`src/rtl/adder_pkg.sv`:
```
// Shared constants and elaboration-time helpers for the pipelined adder tree.
// lvl_off() locates each tree level inside one flat bus in the top level.
package adder_pkg;

    localparam int DEF_DATA_W = 8;
    localparam int DEF_NUM_IN = 4;

    function automatic int clog2(input int value);
        int r;
        r = 0;
        for (int i = 0; i < 32; i++) begin
            if ((1 << r) < value) begin
                r = r + 1;
            end
        end
        return r;
    endfunction

    function automatic int out_w(input int data_w, input int num_in);
        return data_w + clog2(num_in);
    endfunction

    // Level s holds (num_in >> s) partial sums, each data_w + s bits wide.
    function automatic int lvl_off(input int data_w, input int num_in, input int lvl);
        int off;
        off = 0;
        for (int i = 0; i < lvl; i++) begin
            off = off + (num_in >> i) * (data_w + i);
        end
        return off;
    endfunction

endpackage

```
`src/rtl/adder_tree_pipe_if.sv`:
```
// Valid/ready stream bundle between a producer of operand beats and the adder tree.
// The master modport is the upstream side that drives beats and consumes sums.
interface adder_tree_pipe_if #(
    parameter int DATA_W = adder_pkg::DEF_DATA_W,
    parameter int NUM_IN = adder_pkg::DEF_NUM_IN
);
    localparam int OUT_W = adder_pkg::out_w(DATA_W, NUM_IN);

    logic                     data_in_vld;
    logic                     data_in_rdy;
    logic [NUM_IN*DATA_W-1:0] data_in;
    logic                     data_out_vld;
    logic                     data_out_rdy;
    logic [OUT_W-1:0]         data_out;

    modport master (
        output data_in_vld, data_in, data_out_rdy,
        input  data_in_rdy, data_out_vld, data_out
    );

    modport slave (
        input  data_in_vld, data_in, data_out_rdy,
        output data_in_rdy, data_out_vld, data_out
    );

endinterface

```
`src/rtl/adder_tree_level.sv`:
```
// One registered adder-tree level: adds PAIRS adjacent operand pairs, one bit wider.
// Loads only when the shared advance is high, otherwise holds data and valid.
module adder_tree_level #(
    parameter int IN_W   = 8,
    parameter int PAIRS  = 2,
    parameter int SIGNED = 0
) (
    input  logic                       clk,
    input  logic                       rst_n,
    input  logic                       adv,
    input  logic                       in_vld,
    input  logic [2*PAIRS*IN_W-1:0]    in_data,
    output logic                       out_vld,
    output logic [PAIRS*(IN_W+1)-1:0]  out_data
);

    logic [PAIRS*(IN_W+1)-1:0] sum_d, sum_q;
    logic                      vld_d, vld_q;

    // One guard bit per level keeps the pairwise sum exact for either signedness.
    function automatic logic [IN_W:0] ext(input logic [IN_W-1:0] a);
        return (SIGNED != 0) ? {a[IN_W-1], a} : {1'b0, a};
    endfunction

    always_comb begin
        sum_d = sum_q;
        vld_d = vld_q;
        if (adv) begin
            vld_d = in_vld;
            for (int p = 0; p < PAIRS; p++) begin
                sum_d[p*(IN_W+1) +: (IN_W+1)] = ext(in_data[(2*p)*IN_W +: IN_W])
                                              + ext(in_data[(2*p+1)*IN_W +: IN_W]);
            end
        end
    end

    always_ff @(posedge clk or negedge rst_n) begin
        if (!rst_n) begin
            sum_q <= '0;
            vld_q <= 1'b0;
        end else begin
            sum_q <= sum_d;
            vld_q <= vld_d;
        end
    end

    assign out_vld  = vld_q;
    assign out_data = sum_q;

endmodule

```
`src/rtl/adder_tree_pipe.sv`:
```
// Pipelined binary adder tree: NUM_IN operands per beat summed over log2(NUM_IN) levels.
// All levels advance together whenever the output register is empty or being drained.
module adder_tree_pipe
    import adder_pkg::*;
#(
    parameter int DATA_W = DEF_DATA_W,
    parameter int NUM_IN = DEF_NUM_IN,
    parameter int SIGNED = 0
) (
    input  logic               clk,
    input  logic               rst_n,
    adder_tree_pipe_if.slave   bus
);

    localparam int STAGES = clog2(NUM_IN);
    localparam int OUT_W  = out_w(DATA_W, NUM_IN);
    localparam int BUS_W  = lvl_off(DATA_W, NUM_IN, STAGES + 1);

    // Level 0 is the raw input beat; the last level is the registered result.
    logic [BUS_W-1:0]  tree;
    logic [STAGES:0]   vld;
    logic              adv;

    assign adv              = ~vld[STAGES] | bus.data_out_rdy;
    assign bus.data_in_rdy  = adv;
    assign tree[NUM_IN*DATA_W-1:0] = bus.data_in;
    assign vld[0]           = bus.data_in_vld;

    for (genvar s = 1; s <= STAGES; s++) begin : gen_lvl
        localparam int IW       = DATA_W + s - 1;
        localparam int PAIRS    = NUM_IN >> s;
        localparam int IN_OFF   = lvl_off(DATA_W, NUM_IN, s - 1);
        localparam int OUT_OFF  = lvl_off(DATA_W, NUM_IN, s);

        adder_tree_level #(
            .IN_W   (IW),
            .PAIRS  (PAIRS),
            .SIGNED (SIGNED)
        ) u_level (
            .clk      (clk),
            .rst_n    (rst_n),
            .adv      (adv),
            .in_vld   (vld[s-1]),
            .in_data  (tree[IN_OFF +: 2*PAIRS*IW]),
            .out_vld  (vld[s]),
            .out_data (tree[OUT_OFF +: PAIRS*(IW+1)])
        );
    end

    assign bus.data_out     = tree[BUS_W-1 -: OUT_W];
    assign bus.data_out_vld = vld[STAGES];

endmodule

```
`src/flat_wrapper.sv`:
```
// flat-port wrapper written by rule: the top's interface ports become plain ports
module adder_tree_pipe_flat import adder_pkg::*;
#(
    parameter int DATA_W = DEF_DATA_W,
    parameter int NUM_IN = DEF_NUM_IN,
    parameter int SIGNED = 0
)
  (clk, rst_n, bus_data_in_vld, bus_data_in, bus_data_out_rdy, bus_data_in_rdy, bus_data_out_vld, bus_data_out);
  adder_tree_pipe_if #(.DATA_W(DATA_W), .NUM_IN(NUM_IN)) bus_i ();
  input  logic clk;
  input  logic rst_n;
  input wire logic [$bits(bus_i.data_in_vld)-1:0] bus_data_in_vld;
  input wire logic [$bits(bus_i.data_in)-1:0] bus_data_in;
  input wire logic [$bits(bus_i.data_out_rdy)-1:0] bus_data_out_rdy;
  output wire logic [$bits(bus_i.data_in_rdy)-1:0] bus_data_in_rdy;
  output wire logic [$bits(bus_i.data_out_vld)-1:0] bus_data_out_vld;
  output wire logic [$bits(bus_i.data_out)-1:0] bus_data_out;
  assign bus_i.data_in_vld = bus_data_in_vld;
  assign bus_i.data_in = bus_data_in;
  assign bus_i.data_out_rdy = bus_data_out_rdy;
  assign bus_data_in_rdy = bus_i.data_in_rdy;
  assign bus_data_out_vld = bus_i.data_out_vld;
  assign bus_data_out = bus_i.data_out;
  adder_tree_pipe #(.DATA_W(DATA_W), .NUM_IN(NUM_IN), .SIGNED(SIGNED)) u_core (.clk(clk), .rst_n(rst_n), .bus(bus_i));
endmodule
```
`config.mk`:
```
export PLATFORM = sky130hd
export DESIGN_NAME = adder_tree_pipe_flat
export DESIGN_NICKNAME = d
export VERILOG_FILES = /design/src/rtl/adder_pkg.sv /design/src/rtl/adder_tree_pipe_if.sv /design/src/rtl/adder_tree_level.sv /design/src/rtl/adder_tree_pipe.sv /design/src/flat_wrapper.sv
export SDC_FILE = /design/constraint.sdc
export NUM_CORES = 1
export LEC_CHECK = 0
export ABC_AREA = 1
export CORE_MARGIN = 3
export CORE_UTILIZATION = 55
export CTS_BUF_LIST = sky130_fd_sc_hd__clkbuf_8 sky130_fd_sc_hd__clkbuf_16
export CTS_CLUSTER_DIAMETER = 40
export DETAILED_ROUTE_END_ITERATION = 8
export HOLD_SLACK_MARGIN = 0.06
export PLACE_DENSITY = 0.91
export SLEW_MARGIN = 10
export SYNTH_ARGS = -nofsm -noshare
export SYNTH_HDL_FRONTEND = slang
export SYNTH_HIERARCHICAL = 1
export SYNTH_SLANG_ARGS = --single-unit
```
`constraint.sdc`:
```
create_clock -name clk -period 2.6 [get_ports clk]
set_input_delay 0.39 -clock clk [delete_from_list [all_inputs] [get_ports clk]]
set_output_delay 0.39 -clock clk [all_outputs]
set_load 0.03 [all_outputs]
```
==> results_dict.tcl <==
set metrics [dict create \
    leakage_power_uw 0.00153 \
    cts_repair_resized_insts 0 \
    path_class "in -> reg" \
    setup-tns-final_ns 0 \
    hold_violations 0 \
    num_antenna_cells 0 \
    core_area_um2 3830 \
    drt_drc_violations_left 0 \
    synth_seq_area_share 0.331 \
    layout.cell_area.non_filler_um2 2860 \
    number_of_placed_i_o_pins 48 \
    sum_of_overflow_across_all_layers_after_global_routing 0 \
    min_period_ns 1.77 \
    report.final.setup_viol 0 \
    share_comb_of_total_power 0.520 \
    worst_ir_drop_vdd_mv 0.296 \
    wire_length_of_the_first_global_routing_pass_um 8140 \
    drtIter0Drc 203 \
    cts_inserted_buffers 5 \
    synth.ff_latch_count 30 \
    arrival_time_of_data_at_the_critical_path_endpoint_ns 1.95 \
    initial_core_utilization 0.592 \
    drtAntennaViolNets 0 \
    intPower_uw 1320 \
    synthTopCellsByArea "dfrtp_1 33%, nand2_1 21%, ha_1 14%, inv_1 6.1%, nand3_1 6.0%" \
    cap_viol_max_count 0 \
    setup.worst_path.start "bus_data_in[0]" \
    clock_latency_ns 0.28 \
    die_y_um 70.2 \
    dpl_worst_slack_ns 0.532 \
    dp.final_hpwl_um 3590 \
    layout.cells.most_common "nand2_1" \
    synth.largest_area_cell "dfrtp_1" \
    cts_post_setup_buffers_inserted 0 \
    worst_path_most_repeated_cell "nand2_1" \
    critPathMaxStageDelay_ns 0.40 \
    routed_len_inst_um 11.1 \
    multi_input_gate_area_um2 1330 \
    post-route-period-util 0.682 \
    worst_setup_path_start_kind "input port" \
    cts_num_sinks 30 \
    power_density_nw_per_um2 790 \
    synth_warnings 6 \
    holdCritStartpoint "u_core/gen_lvl[1].u_level/out_vld" \
    critical_path_peak_fanout 3 \
    final_net_count 429 \
    clkSlewWorstSetupHoldPaths_ns 0.06 \
    track_usage 0.202 \
    min_path_type "reg -> reg" \
    sequentialPowerShare 0.313 \
    sw_pwr_uw 939 \
    holdBufCountCts 0 \
    synthesis.nets 378 \
    drt-pass1-iter-count 6 \
    power_frac_clock 0.167 \
    grt_pass1_vias 1948 \
    tritoncts "built" \
    synthesis.instances 314 \
    report.final.slew_viol_count 0 \
    maxSlewHeadroom 0.754 \
    cpMaxStageDelayCell "clkdlybuf4s50_1" \
    place.gp.congestion 0.866 \
    route.vias.total 2120 \
    timing.critical_path.buf_inv 1 \
    placement.io_buffers 47 \
    postLayoutCoreUtil 0.747 \
    final_cell_count_no_fill 414 \
    pin_count_of_the_biggest_net_entering_global_routing 31 \
    outcome "complete, no violations" \
    p_sw_frac 0.416 \
    worst_slew_pin_slew_ns 0.369 \
    netlist_area_um2 2270 \
    area_of_the_die_um2 4930 \
    cp_top_family "adder cells" \
    layout.cells.most_common_list "127 x nand2_1, 46 x clkdlybuf4s50_1, 38 x inv_1" \
    final_layout_size_suffix_gt1_frac 0.0546 \
    cts.path.max_buffers 2 \
    dpl_cell_area_um2 2770 \
    worst_clock_skew_ns 0.00147 \
    r2r_start "u_core/gen_lvl[1].u_level/out_data[0]" \
    critical_path.endpoint_type "register" \
    filler_cell_count 298 \
    yosysUniqueCellTypes 24 \
    antenna_violations_before_repair 0 \
    via_per_inst 5.12 \
    cts.htree.levels 2 \
    die_w_um 70.2 \
    postLayoutSetupSlackWorst_ns 0.826 \
    worst-endpoint-required_ns 2.77 \
    area.growth.synth_to_final_pct 26.1 \
    dp.cells 406 \
    final-seq-area_um2 751 \
    final_wirelength_um 4610 \
    area_share_of_the_largest_cell_type_after_synthesis 0.331 \
    syn-mean-instance-area_um2 7.22 \
    crit_path_cell_trace "clkdlybuf4s50_1 > ha_1 > fa_1 > nand2_1 > nand2_1 > nand3b_1 > nor2_1 > o21ai_1 > nand2_1" \
    cell_at_the_root_of_the_clock_tree "clkbuf_8" \
    grt_setup_unrepaired "no" \
    fp-row-count 22 \
    fmax_mhz 564 \
]
[synthesized netlist by cell type]
| library cell | number |
|---|---|
| nand2_2 | 2 |
| or2_1 | 1 |
| xor2_1 | 1 |
| inv_2 | 1 |
| and2_4 | 1 |
| nand2_1 | 127 |
| nand3_1 | 27 |
| fa_1 | 3 |
| o21ai_1 | 5 |
| clkbuf_8 | 1 |
| or2_4 | 3 |
| o21ai_0 | 7 |
| inv_1 | 37 |
| buf_6 | 1 |
| a21oi_4 | 2 |
| buf_4 | 1 |
| a211oi_1 | 2 |
| nor2_1 | 17 |
| dfrtp_1 | 30 |
| ha_1 | 25 |
| nand3b_1 | 7 |
| a21oi_1 | 10 |
| a21oi_2 | 1 |
| buf_2 | 2 |
[logic make-up (layout without fill, tap and decap cells)]
group                      count (synthesis)  count (layout)  synth area share
adders and majority gates                 28              28             0.165
DFF                                       30              30             0.331
xor gates and xnor gates                   1               1           0.00387
AOI/OAI and AO/OA                         27              27            0.0734
and+or+nand+nor                          185             185             0.345
buffers and inverters                     43              95            0.0817
[layer usage]
metal / vias to the layer above / wire length [µm] / global-route usage
met5: - / 0 / 0
met4: 0 / 81 / 0.0787
met3: 11 / 250 / 0.0446
met2: 64 / 2230 / 0.356
met1: 949 / 2060 / 0.239
li1: 1096 / - / -
[power by group through the flow]
stage	sequential, µW	combinational [µW]	clock, µW
2_1_floorplan	865	643	0
3_3_place_gp	707	1120	0
3_5_place_dp	713	1160	0
4_1_cts	708	1180	383
5_1_grt	730	1310	405
6_report	707	1170	376
[worst reg2reg max path: stages, from the launching register on]
cell	delay [ns]
dfrtp_1	0.38
ha_1	0.17
inv_1	0.05
fa_1	0.35
inv_1	0.08
nand2_1	0.07
nand2_1	0.11
nand3_1	0.11
nand2_1	0.09
nand2_1	0.05
nand3_1	0.08
nand2_1	0.05
[metrics by stage]
step | power [µW] | hold WS (ns)
floorplan | 1510 | 0.0944
global placement | 1830 | 0.455
detailed placement | 1870 | 0.458
CTS | 2270 | 0.480
global route | 2440 | 0.496
finish | 2260 | 0.478
[final timing paths]
check	cells past startpoint	slack (ns)	to
hold reg to reg	2	0.48	u_core/gen_lvl[2].u_level/out_vld
setup / recovery	9	0.83	u_core/gen_lvl[1].u_level/out_data[8]
setup reg to reg	11	0.92	u_core/gen_lvl[2].u_level/out_data[8]
min in group asynchronous	2	0.50	u_core/gen_lvl[1].u_level/out_data[1]
hold / removal	2	0.48	u_core/gen_lvl[2].u_level/out_vld
max in group asynchronous	2	1.83	u_core/gen_lvl[1].u_level/out_data[16]
[sequential cells by signal, summed over array words and instances, names as in the netlist]
| name | cells |
|---|---|
| u_core/gen_lvl.u_level/out_vld | 2 |
| u_core/gen_lvl.u_level/out_data | 28 |
[final cells by class]
class | count | area share
Multi-Input combinational cell | 241 | 0.465
Inverter | 38 | 0.0499
Tap cell | 48 | 0.0210
Timing Repair Buffer | 49 | 0.169
Sequential cell | 30 | 0.263
Clock buffer | 6 | 0.0289
Clock inverter | 2 | 0.00306
No activity file was read; power rests on OpenSTA's default activity.
